[src/rtl/bool_lut_engine.sv]
// rtl/bool_lut_engine.sv - writable truth-table LUT with streamed eval and ones-count sweep
//
// Holds an N_IN-input Boolean function as a 2^N_IN-bit truth table (bit i = f(i))
// and offers two ways of using it:
//   - streamed evaluation: in_vec in, registered out_f out, valid/ready on both sides
//   - exhaustive sweep: walks every LUT entry and reports how many are 1
//
// Ports:
//   clk, rst_n              clock, asynchronous active-low reset
//   in_valid/in_ready       eval request handshake, in_vec is the vector to evaluate
//   out_valid/out_ready     result handshake, out_f is f(in_vec) of the accepted request
//   cfg_we/cfg_addr/cfg_data  single-bit LUT write, honoured only while idle
//   start                   sweep request, sampled while idle
//   busy                    high while the sweep walks the table
//   done                    one-cycle pulse when the sweep completes
//   ones_count              number of ones found by the last completed sweep
module bool_lut_engine #(
  parameter int                      N_IN    = 5,
  parameter logic [(1<<N_IN)-1:0]    INIT_TT = 32'hAB03_FFFF
) (
  input  logic            clk,
  input  logic            rst_n,
  input  logic            in_valid,
  output logic            in_ready,
  input  logic [N_IN-1:0] in_vec,
  output logic            out_valid,
  input  logic            out_ready,
  output logic            out_f,
  input  logic            cfg_we,
  input  logic [N_IN-1:0] cfg_addr,
  input  logic            cfg_data,
  input  logic            start,
  output logic            busy,
  output logic            done,
  output logic [N_IN:0]   ones_count
);

  localparam int DEPTH = 1 << N_IN;

  localparam logic [1:0] ST_IDLE  = 2'd0;
  localparam logic [1:0] ST_SWEEP = 2'd1;
  localparam logic [1:0] ST_DONE  = 2'd2;

  logic [1:0]       state;
  logic [N_IN-1:0]  idx;
  logic [N_IN:0]    acc;
  logic [DEPTH-1:0] lut;
  logic             idle;
  logic             accept;

  assign idle     = (state == ST_IDLE);
  // start wins over an eval request arriving in the same idle cycle
  assign in_ready = idle & ~start & (~out_valid | out_ready);
  assign accept   = in_valid & in_ready;
  assign busy     = (state == ST_SWEEP);
  assign done     = (state == ST_DONE);

  // Truth table; a write in the same cycle as an eval of the same entry is seen
  // by the eval as the old value because out_f samples lut before this edge.
  always_ff @(posedge clk or negedge rst_n) begin
    if (!rst_n) begin
      lut <= INIT_TT;
    end else if (cfg_we && idle) begin
      lut[cfg_addr] <= cfg_data;
    end
  end

  // Sweep controller
  always_ff @(posedge clk or negedge rst_n) begin
    if (!rst_n) begin
      state      <= ST_IDLE;
      idx        <= '0;
      acc        <= '0;
      ones_count <= '0;
    end else begin
      case (state)
        ST_IDLE: begin
          if (start) begin
            state <= ST_SWEEP;
            idx   <= '0;
            acc   <= '0;
          end
        end
        ST_SWEEP: begin
          acc <= acc + (N_IN+1)'(lut[idx]);
          idx <= idx + N_IN'(1);
          // last entry is counted on this edge; idx wraps to 0 but is unused after
          if (idx == '1) begin
            state <= ST_DONE;
          end
        end
        ST_DONE: begin
          ones_count <= acc;
          state      <= ST_IDLE;
        end
        default: begin
          state <= ST_IDLE;
        end
      endcase
    end
  end

  // Eval output register; holds while the consumer stalls
  always_ff @(posedge clk or negedge rst_n) begin
    if (!rst_n) begin
      out_valid <= 1'b0;
      out_f     <= 1'b0;
    end else if (accept) begin
      out_valid <= 1'b1;
      out_f     <= lut[in_vec];
    end else if (out_ready) begin
      out_valid <= 1'b0;
    end
  end

endmodule

[config.mk]
export PLATFORM = sky130hd
export DESIGN_NAME = bool_lut_engine
export DESIGN_NICKNAME = d
export VERILOG_FILES = /design/src/rtl/bool_lut_engine.sv
export SDC_FILE = /design/constraint.sdc
export NUM_CORES = 1
export LEC_CHECK = 0
export CORE_ASPECT_RATIO = 0.5
export CORE_MARGIN = 3
export CORE_UTILIZATION = 25
export CTS_CLUSTER_DIAMETER = 80
export DETAILED_ROUTE_END_ITERATION = 7
export MAX_ROUTING_LAYER = met4
export PLACE_DENSITY_LB_ADDON = 0.25
export SYNTH_ARGS = -nofsm -noshare
export SYNTH_HDL_FRONTEND = slang
export SYNTH_SLANG_ARGS = --single-unit
[constraint.sdc]
create_clock -name clk -period 3.75 [get_ports clk]
set_clock_uncertainty 0.15 [all_clocks]
set_input_delay 0.375 -clock clk [delete_from_list [all_inputs] [get_ports clk]]
set_output_delay 0.375 -clock clk [all_outputs]
set_load 0.05 [all_outputs]
==> results of run 1 <==
==> layout make-up <==
class | count | share of cell area, %
Clock buffer | 5 | 3.50
Multi-Input combinational cell | 191 | 42.9
Sequential cell | 53 | 37.9
Tap cell | 159 | 5.56
Clock inverter | 3 | 1.82
Timing Repair Buffer | 30 | 8.11
Inverter | 2 | 0.210
==> power groups by stage <==
stage | clock [mW] | combinational [mW] | sequential [mW]
global route | 0.619 | 0.443 | 0.861
CTS | 0.597 | 0.406 | 0.837
global placement | 0 | 0.396 | 0.842
finish | 0.582 | 0.401 | 0.834
detailed placement | 0 | 0.404 | 0.845
floorplan | 0 | 0.315 | 0.798
==> flip-flops by register name (all words and copies together), names as in the netlist <==
register / count
acc: 6
idx: 5
lut: 32
ones_count: 6
out_f: 1
out_valid: 1
state: 2
==> through the flow <==
| step | utilization [%] | power [mW] | worst slack (ns) | hold WS [ns] | cell area, um^2 |
|---|---|---|---|---|---|
| after floorplan | - | 1.11 | 0.783 | -0.0706 | 2970 |
| after global placement | 29.9 | 1.24 | 0.678 | 0.140 | 3380 |
| after detailed placement | 29.9 | 1.25 | 0.615 | 0.145 | 3380 |
| after CTS | 31.7 | 1.84 | 0.580 | 0.335 | 3580 |
| after global routing | 31.7 | 1.92 | 0.434 | 0.363 | 3580 |
| final | 31.7 | 1.82 | 0.630 | 0.326 | 3580 |
==> final timing paths <==
check | slack [ns] | end | cells past startpoint | from
max | 0.63 | acc[4]$_DFFE_PN0P_ | 8 | idx[0]$_DFFE_PN0P_
min | 0.33 | acc[5]$_DFFE_PN0P_ | 1 | acc[5]$_DFFE_PN0P_
max reg2reg | 0.63 | acc[4]$_DFFE_PN0P_ | 8 | idx[0]$_DFFE_PN0P_
min reg2reg | 0.33 | acc[5]$_DFFE_PN0P_ | 1 | acc[5]$_DFFE_PN0P_
max in group asynchronous | 2.25 | lut[5]$_DFFE_PN1P_ | 3 | rst_n
min in group asynchronous | 0.37 | ones_count[1]$_DFFE_PN0P_ | 2 | rst_n
==> routing by layer <==
metal  routed length (um)  global-route usage, %  vias to the layer above
li1                     -                      -                      992
met1                 3320                   14.4                     1038
met2                 3180                   17.7                       46
met3                  278                   2.09                       11
met4                  107                   3.31                        0
met5                    0                      -                        -
==> kinds of logic after synthesis <==
group | share of synthesized area (%)
DFF | 45.7
muxes | 28.0
xor gates and xnor gates | 0.590
adders and majority gates | 1.69
and+or+nand+nor | 15.2
AOI/OAI and AO/OA | 6.20
buffers and inverters | 2.61
==> synthesized netlist by cell type (4+ instances only) <==
master	n	area (um^2)
a21oi_1	4	20.0
a22o_1	4	35.0
a22oi_1	4	30.0
a31oi_1	4	25.0
and2_1	6	37.5
clkbuf_1	13	48.8
dfrtp_1	30	751
dfstp_2	23	604
ha_1	4	50.1
mux2_2	39	439
mux2i_1	16	160
mux4_2	8	180
nand2_1	28	105
nand2b_1	5	31.3
nand3_1	4	20.0
nor2_1	24	90.1
nor2b_1	5	31.3
o21ai_0	10	50.1
==> repair_timing <==
action / in CTS / in global routing
setup buffers: 0 / 0
endpoints found under the setup margin: 0 / 0
hold buffers: 1 / 0
hold endpoints to repair: 14 / 0
==> critical path, stage by stage (launching register included) <==
cell     delay (ns)
dfrtp_1        0.72
mux4_1         0.63
mux4_2         0.47
mux2_2         0.29
ha_1           0.21
ha_1           0.21
nand3_1        0.09
xor2_1         0.13
o21ai_0        0.08
==> results.py, run 1 <==
metrics = {
    "setup_path": {
        "cp_max_fo": 13,
        "endpoint_kind": "flip-flop",
        "cp_data_required_time_ns": 3.76,
        "critical_path_class": "flip-flop to flip-flop",
        "cp.arrival_ns": 3.13,
        "start_kind": "flip-flop",
    },
    "global_route": {
        "overflow": 0,
        "grt_max_degree": 40,
        "grt_pass1_vias": 2218,
        "grt_pass1_wl_um": 11600,
        "antenna_found_initial": 0,
        "grt_usage_pct": 11.1,
    },
    "detailed_routing": {
        "antenna_left": 0,
        "firstDrtPassIters": 4,
        "routed_wl_um": 6890,
        "drt_iter0_drc": 72,
        "drc": 0,
        "routedWlPerCell_um": 15.5,
        "vias_per_cell": 4.71,
        "num_vias": 2087,
    },
    "yosys": {
        "ys_warn_count": 0,
        "synthCells": 262,
        "netlist_area_um2": 2970,
        "synth_cell_types": 39,
        "synth_edf_count": 0,
        "ys_async_sr_fraction_pct": 100,
        "yosysSeqAreaShare_pct": 45.7,
        "synth_seq_cells": 53,
        "synth.avg_cell_area_um2": 11.3,
        "synth_ff_type": "dfrtp_1",
        "synth_fp_nets": 283,
    },
    "die": {
        "die-area_um2": 13300,
        "coreArea_um2": 11300,
        "start_util_pct": 26.3,
        "die_h_um": 83.0,
        "num_rows": 27,
        "io_pins": 28,
        "chipWidth_um": 160,
    },
    "place": {
        "placedCellCount": 434,
        "hpwl_um": 5010,
        "globalplace.congestion": 0.865,
        "io_buffer_count": 27,
    },
    "clock_network": {
        "clk_latency_ns": 0.29,
        "cts_buffers": 5,
        "cts_tree": "yes",
        "cts.sinks": 53,
        "clk_pin_slew_ns": 0.07,
        "cts_root_buffer": "clkbuf_16",
        "clockBufferDepth": 2,
        "post_cts_resized": 0,
        "htreeDepth": 2,
    },
    "sta": {
        "clock.fmax_ghz": 0.320,
        "hold_viol_final": 0,
        "fin_crit_ns": 3.12,
        "fin_tns_setup_ns": 0,
        "grt_setup_unrepaired": "false",
        "fin_crit_sh_pct": 83.2,
        "worst_pin_slew_ns": 1.09,
        "setup_viol": 0,
        "slew-limit-headroom_pct": 27.1,
        "slew_viol_final": 0,
    },
    "power": {
        "seq_power_share_pct": 45.9,
        "vdd_ir_drop_max_mv": 0.214,
        "pwr-share-comb_pct": 22.1,
        "p_per_area_nw_per_um2": 508,
        "p_int_mw": 1.28,
        "swShare_pct": 29.6,
        "p_switching_mw": 0.539,
        "pwr-share-clk_pct": 32.0,
        "p_leak_nw": 1.47,
    },
    "layout": {
        "fin_cells": 443,
        "antenna_cells": 0,
        "fillers": 1149,
        "mostFrequentLayoutCell": "mux2_2",
        "seqCellArea_um2": 1360,
        "final_cell_mix": "mux2_2, dfrtp_1, nand2_1",
        "syn_to_final_growth_pct": 20.5,
        "multi_input_area_um2": 1540,
        "drive_gt1_share_pct": 29.6,
        "nets": 304,
    },
    "min_path": {
        "holdCritPathClass": "flip-flop to flip-flop",
    },
    "status": {
        "outcome": "finished, final reports clean",
    },
    "job": {
        "max_cap_violations": 0,
    },
}
No activity file was read; power rests on OpenSTA's default activity.
==> run 2, diff against run 1 <==
clock period = 2.6 ns   (was 3.75 ns; I/O delays follow)
==> run 2 against run 1 <==
Compared with the run above:
- critical path type unchanged
- flip-flop and latch count unchanged
- sequential power grew 41%
- the flow now finishes with violations (setup timing)
- non-clock buffer count grew 13
- hold slack got worse by 0.072 ns
- global-route usage increased by 0.54 points
- combinational power is 84% higher
- count of clock-buffer cells in the layout grew 2
- die area did not move
- via count increased by 3.5%
- first-iteration DRC count is 22% higher
- worst setup slack got worse by 0.71 ns
- critical path depth increased by 1
==> results.py, run 2 (synthesis gave the netlist of run 1 again) <==
metrics = {
    "sta": {
        "fin_crit_sh_pct": 103,
        "hold_viol_final": 0,
        "setup_viol": 3,
        "slew-limit-headroom_pct": 59.7,
        "slew_viol_final": 0,
        "hold_ws_ns": 0.253,
        "setup_ws_ns": -0.0791,
        "clock.fmax_ghz": 0.373,
        "fin_crit_ns": 2.68,
        "worst_pin_slew_ns": 0.601,
        "grt_setup_unrepaired": "true",
    },
    "clock_network": {
        "cts_root_buffer": "clkbuf_16",
        "clk_pin_slew_ns": 0.07,
        "clockBufferDepth": 2,
        "cts_tree": "yes",
        "cts.sinks": 53,
        "cts_buffers": 5,
        "htreeDepth": 2,
        "clk_latency_ns": 0.29,
    },
    "setup_path": {
        "endpoint_kind": "flip-flop",
        "cp_max_fo": 4,
        "cp.arrival_ns": 2.71,
        "cp_data_required_time_ns": 2.63,
        "rr_worst_depth": 9,
        "r2r_start": "idx[0]$_DFFE_PN0P_",
        "worstReg2RegEnd": "acc[4]$_DFFE_PN0P_",
        "critical_path_class": "flip-flop to flip-flop",
        "r2r_setup_slack_ns": -0.08,
        "start_kind": "flip-flop",
    },
    "place": {
        "io_buffer_count": 27,
        "hpwl_um": 5430,
        "placedCellCount": 446,
        "dpl-instance-area_um2": 3510,
        "globalplace.congestion": 0.840,
    },
    "job": {
        "max_cap_violations": 0,
    },
    "min_path": {
        "holdCritPathClass": "input port to asynchronous set/reset pin",
    },
    "power": {
        "p_leak_nw": 1.50,
        "total_power_mw": 2.57,
        "vdd_ir_drop_max_mv": 0.352,
        "p_per_area_nw_per_um2": 699,
    },
    "global_route": {
        "grt_pass1_vias": 2194,
        "overflow": 0,
        "grt_max_degree": 39,
        "grt_pass1_wl_um": 12100,
        "antenna_found_initial": 0,
        "grt_usage_pct": 11.6,
    },
    "layout": {
        "utilization_pct": 32.6,
        "fin_area_um2": 3680,
        "largest_register_ffs": 32,
        "syn_to_final_growth_pct": 23.9,
        "antenna_cells": 0,
        "drive_gt1_share_pct": 34.7,
        "fin_cells": 456,
        "mostFrequentLayoutCell": "mux2_2",
        "nets": 317,
        "final_cell_mix": "mux2_2, dfrtp_1, nand2_1",
        "top_register": "lut",
        "top_regs": "lut: 32 flops, acc: 6 flops, ones_count: 6 flops",
    },
    "detailed_routing": {
        "routed_wl_um": 7280,
        "drc": 0,
        "antenna_left": 0,
        "firstDrtPassIters": 5,
        "vias_per_cell": 4.74,
        "drt_iter0_drc": 88,
        "num_vias": 2160,
        "routedWlPerCell_um": 16.0,
    },
    "die": {
        "io_pins": 28,
        "chipWidth_um": 160,
        "num_rows": 27,
        "coreArea_um2": 11300,
        "start_util_pct": 26.3,
        "die-area_um2": 13300,
        "die_h_um": 83.0,
    },
    "status": {
        "violations": "setup timing",
        "outcome": "finished with violations",
    },
}
run 2: stage by stage:
stage / setup WS [ns] / setup TNS, ns
after floorplan: -0.0616 / -0.0928
after global placement: -0.0851 / -0.115
after detailed placement: -0.166 / -0.496
after CTS: -0.131 / -0.359
after global routing: -0.166 / -0.583
final: -0.0791 / -0.139
run 2: power by group:
group          leakage (nW)  internal, mW  switching (mW)
combinational         0.799         0.396           0.343
sequential            0.635         0.991           0.190
clock                0.0641         0.358           0.292
total                  1.50          1.75           0.825
run 2: how the worst max path moves through the flow:
stage	from	depth (start not counted)	end	slack, ns
after global placement	idx[0]$_DFFE_PN0P_	9	acc[4]$_DFFE_PN0P_	-0.09
after global routing	idx[0]$_DFFE_PN0P_	9	acc[4]$_DFFE_PN0P_	-0.17
after detailed placement	idx[0]$_DFFE_PN0P_	9	acc[4]$_DFFE_PN0P_	-0.17
after CTS	idx[0]$_DFFE_PN0P_	9	acc[4]$_DFFE_PN0P_	-0.13
after floorplan	idx[0]$_DFFE_PN0P_	9	acc[4]$_DFFE_PN0P_	-0.06
final	idx[0]$_DFFE_PN0P_	9	acc[4]$_DFFE_PN0P_	-0.08
run 2: area by class of cell:
| type | instances | area [um^2] |
|---|---|---|
| Clock buffer | 7 | 133 |
| Clock inverter | 1 | 7.51 |
| Fill cell | 1153 | 7610 |
| Inverter | 2 | 7.51 |
| Multi-Input combinational cell | 191 | 1570 |
| Sequential cell | 53 | 1360 |
| Tap cell | 159 | 199 |
| Timing Repair Buffer | 43 | 405 |
run 2: critical path: stages (launching register included):
cell,delay (ns)
dfrtp_2,0.41
buf_6,0.14
mux4_2,0.50
mux4_2,0.48
mux2_4,0.30
ha_4,0.17
ha_4,0.16
nand3_2,0.05
xor2_1,0.14
o21ai_1,0.07
run 2: what timing repair did:
action,CTS,global route
hold buffers,1,0
pin swaps,0,1
buffers inserted,1,0
hold endpoints to repair,15,0
setup endpoints to repair,5,5
gates resized for setup,5,2
run 2: per-layer routing:
| layer | share of wire [%] | vias to the layer above | track usage, % |
|---|---|---|---|
| li1 | - | 1006 | - |
| met1 | 50 | 1107 | 15.9 |
| met2 | 45 | 39 | 17.6 |
| met3 | 3.3 | 8 | 2.24 |
| met4 | 1.5 | 0 | 3.15 |
| met5 | 0 | - | - |
==> run 3, diff against run 2 <==
GPL_TIMING_DRIVEN = 0   (was not set)
==> run 3 against run 2 <==
Compared with the run above:
- the run still ends with setup timing left
- global-route usage is 0.77 points higher
- wire length is 3.5% higher
- register-to-register slack worse by 0.06 ns
- cell count is 1.1% higher
- first-iteration DRC count is 16% higher
- hold slack better by 0.091 ns
- critical path type unchanged
- largest cell class unchanged
==> results.py, run 3 (synthesis gave the netlist of run 1 again) <==
metrics = {
    "die": {
        "coreArea_um2": 11300,
        "start_util_pct": 26.3,
        "num_rows": 27,
        "io_pins": 28,
        "chipWidth_um": 160,
        "die-area_um2": 13300,
        "die_h_um": 83.0,
    },
    "clock_network": {
        "cts_buffers": 5,
        "clockBufferDepth": 2,
        "htreeDepth": 2,
        "cts.sinks": 53,
        "clk_latency_ns": 0.30,
        "cts_root_buffer": "clkbuf_16",
        "cts_tree": "yes",
        "clk_pin_slew_ns": 0.07,
    },
    "detailed_routing": {
        "firstDrtPassIters": 4,
        "drc": 0,
        "drt_iter0_drc": 102,
        "routedWlPerCell_um": 16.3,
        "vias_per_cell": 4.70,
        "num_vias": 2168,
        "routed_wl_um": 7540,
        "antenna_left": 0,
    },
    "sta": {
        "clock.fmax_ghz": 0.365,
        "slew-limit-headroom_pct": 59.6,
        "worst_pin_slew_ns": 0.606,
        "hold_viol_final": 0,
        "fin_tns_setup_ns": -0.523,
        "slew_viol_final": 0,
        "setup_viol": 5,
        "fin_crit_sh_pct": 105,
        "grt_setup_unrepaired": "true",
        "setup_ws_ns": -0.142,
        "fin_crit_ns": 2.74,
    },
    "layout": {
        "top_register": "lut",
        "largest_register_ffs": 32,
        "nets": 321,
        "syn_to_final_growth_pct": 24.3,
        "mostFrequentLayoutCell": "mux2_2",
        "final_cell_mix": "mux2_2, dfrtp_1, nand2_1",
        "drive_gt1_share_pct": 33.2,
        "top_regs": "lut: 32 flops, acc: 6 flops, ones_count: 6 flops",
    },
    "place": {
        "globalplace.congestion": 0.877,
        "pre_cts_slack_ns": -0.377,
        "hpwl_um": 5480,
        "io_buffer_count": 26,
    },
    "global_route": {
        "grt_pass1_wl_um": 12600,
        "grt_usage_pct": 12.4,
        "overflow": 0,
        "grt_pass1_vias": 2316,
        "grt_max_degree": 29,
        "antenna_found_initial": 1,
    },
    "setup_path": {
        "start_kind": "flip-flop",
        "cp_data_required_time_ns": 2.61,
        "critical_path_class": "flip-flop to flip-flop",
        "cp_max_fo": 7,
        "cp.arrival_ns": 2.75,
        "rr_worst_depth": 9,
        "endpoint_kind": "flip-flop",
    },
    "min_path": {
        "hold_depth": 1,
        "holdCritPathClass": "flip-flop to flip-flop",
    },
    "power": {
        "vdd_ir_drop_max_mv": 0.330,
        "p_per_area_nw_per_um2": 709,
        "p_leak_nw": 1.49,
    },
    "job": {
        "max_cap_violations": 0,
    },
    "status": {
        "violations": "setup timing",
        "outcome": "finished with violations",
    },
}
[run 3: cell count changes in the layout (fill, tap and decap cells not counted), sizes merged]
cell,previous run,this run
clkbuf,7,18
buf,17,9
clkdlybuf4s50,25,24
clkinv,1,2
diode,0,1
dlygate4sd2,0,1
[run 3: worst paths after layout]
| path | from | endpoint | slack, ns |
|---|---|---|---|
| worst max register to register | idx[0]$_DFFE_PN0P_ | acc[3]$_DFFE_PN0P_ | -0.14 |
| worst min register to register | acc[5]$_DFFE_PN0P_ | acc[5]$_DFFE_PN0P_ | 0.34 |
| max in group asynchronous | rst_n | lut[17]$_DFFE_PN1P_ | 1.31 |
| worst max-delay path | idx[0]$_DFFE_PN0P_ | acc[3]$_DFFE_PN0P_ | -0.14 |
| min in group asynchronous | rst_n | acc[4]$_DFFE_PN0P_ | 0.35 |
| worst min-delay path | acc[5]$_DFFE_PN0P_ | acc[5]$_DFFE_PN0P_ | 0.34 |
[run 3: routing by layer]
metal  wire length, um  global-route usage, %  up-vias
li1                  -                      -     1017
met1              3490                   14.8     1101
met2              3550                   20.0       37
met3               349                   3.34       13
met4               144                   4.80        0
met5                 0                      -        -
[run 3: where the power goes]
part | internal, mW | leakage [nW] | switching, mW | total [mW]
registers | 0.991 | 0.635 | 0.164 | 1.16
logic | 0.391 | 0.781 | 0.384 | 0.775
clock network | 0.379 | 0.0743 | 0.306 | 0.685
total | 1.76 | 1.49 | 0.855 | 2.62
[run 3: repair_timing]
item                       4_1_cts  5_1_grt
setup buffers                    3        1
setup endpoints to repair        7        6
hold endpoints to repair         7        0
resized for setup               10        4
hold buffers                     1        0
[run 3: cell type report]
class                   instances  area, um^2
multi-input cells             191        1580
fillers                      1151        7590
diodes                          1        2.50
clock buffers                   6         139
repair buffers                 32         314
inverters                       2        11.3
clock inverters                 2        8.76
well taps                     159         199
flip-flops and latches         53        1360
plain buffers                  15        78.8
[run 3: critical path: stages, from the launching register on]
cell and delay (ns):
dfrtp_2 0.40, buf_12 0.14, mux4_2 0.53, mux4_2 0.48, mux2_4 0.29, ha_4 0.17
buf_4 0.13, nand3_1 0.08, xor2_1 0.14, o21ai_0 0.08
[run 3: stage by stage]
step / hold slack (ns) / area [um^2] / cells / power [mW] / util, %
final: 0.344 / 3690 / 461 / 2.62 / 32.7
after global routing: 0.368 / 3690 / 461 / 2.78 / 32.7
after CTS: 0.340 / 3670 / 460 / 2.64 / 32.5
after detailed placement: 0.153 / 3480 / 448 / 1.88 / 30.8
after global placement: 0.320 / 3460 / 447 / 1.85 / 30.7
after floorplan: -0.186 / 3000 / 262 / 1.63 / -
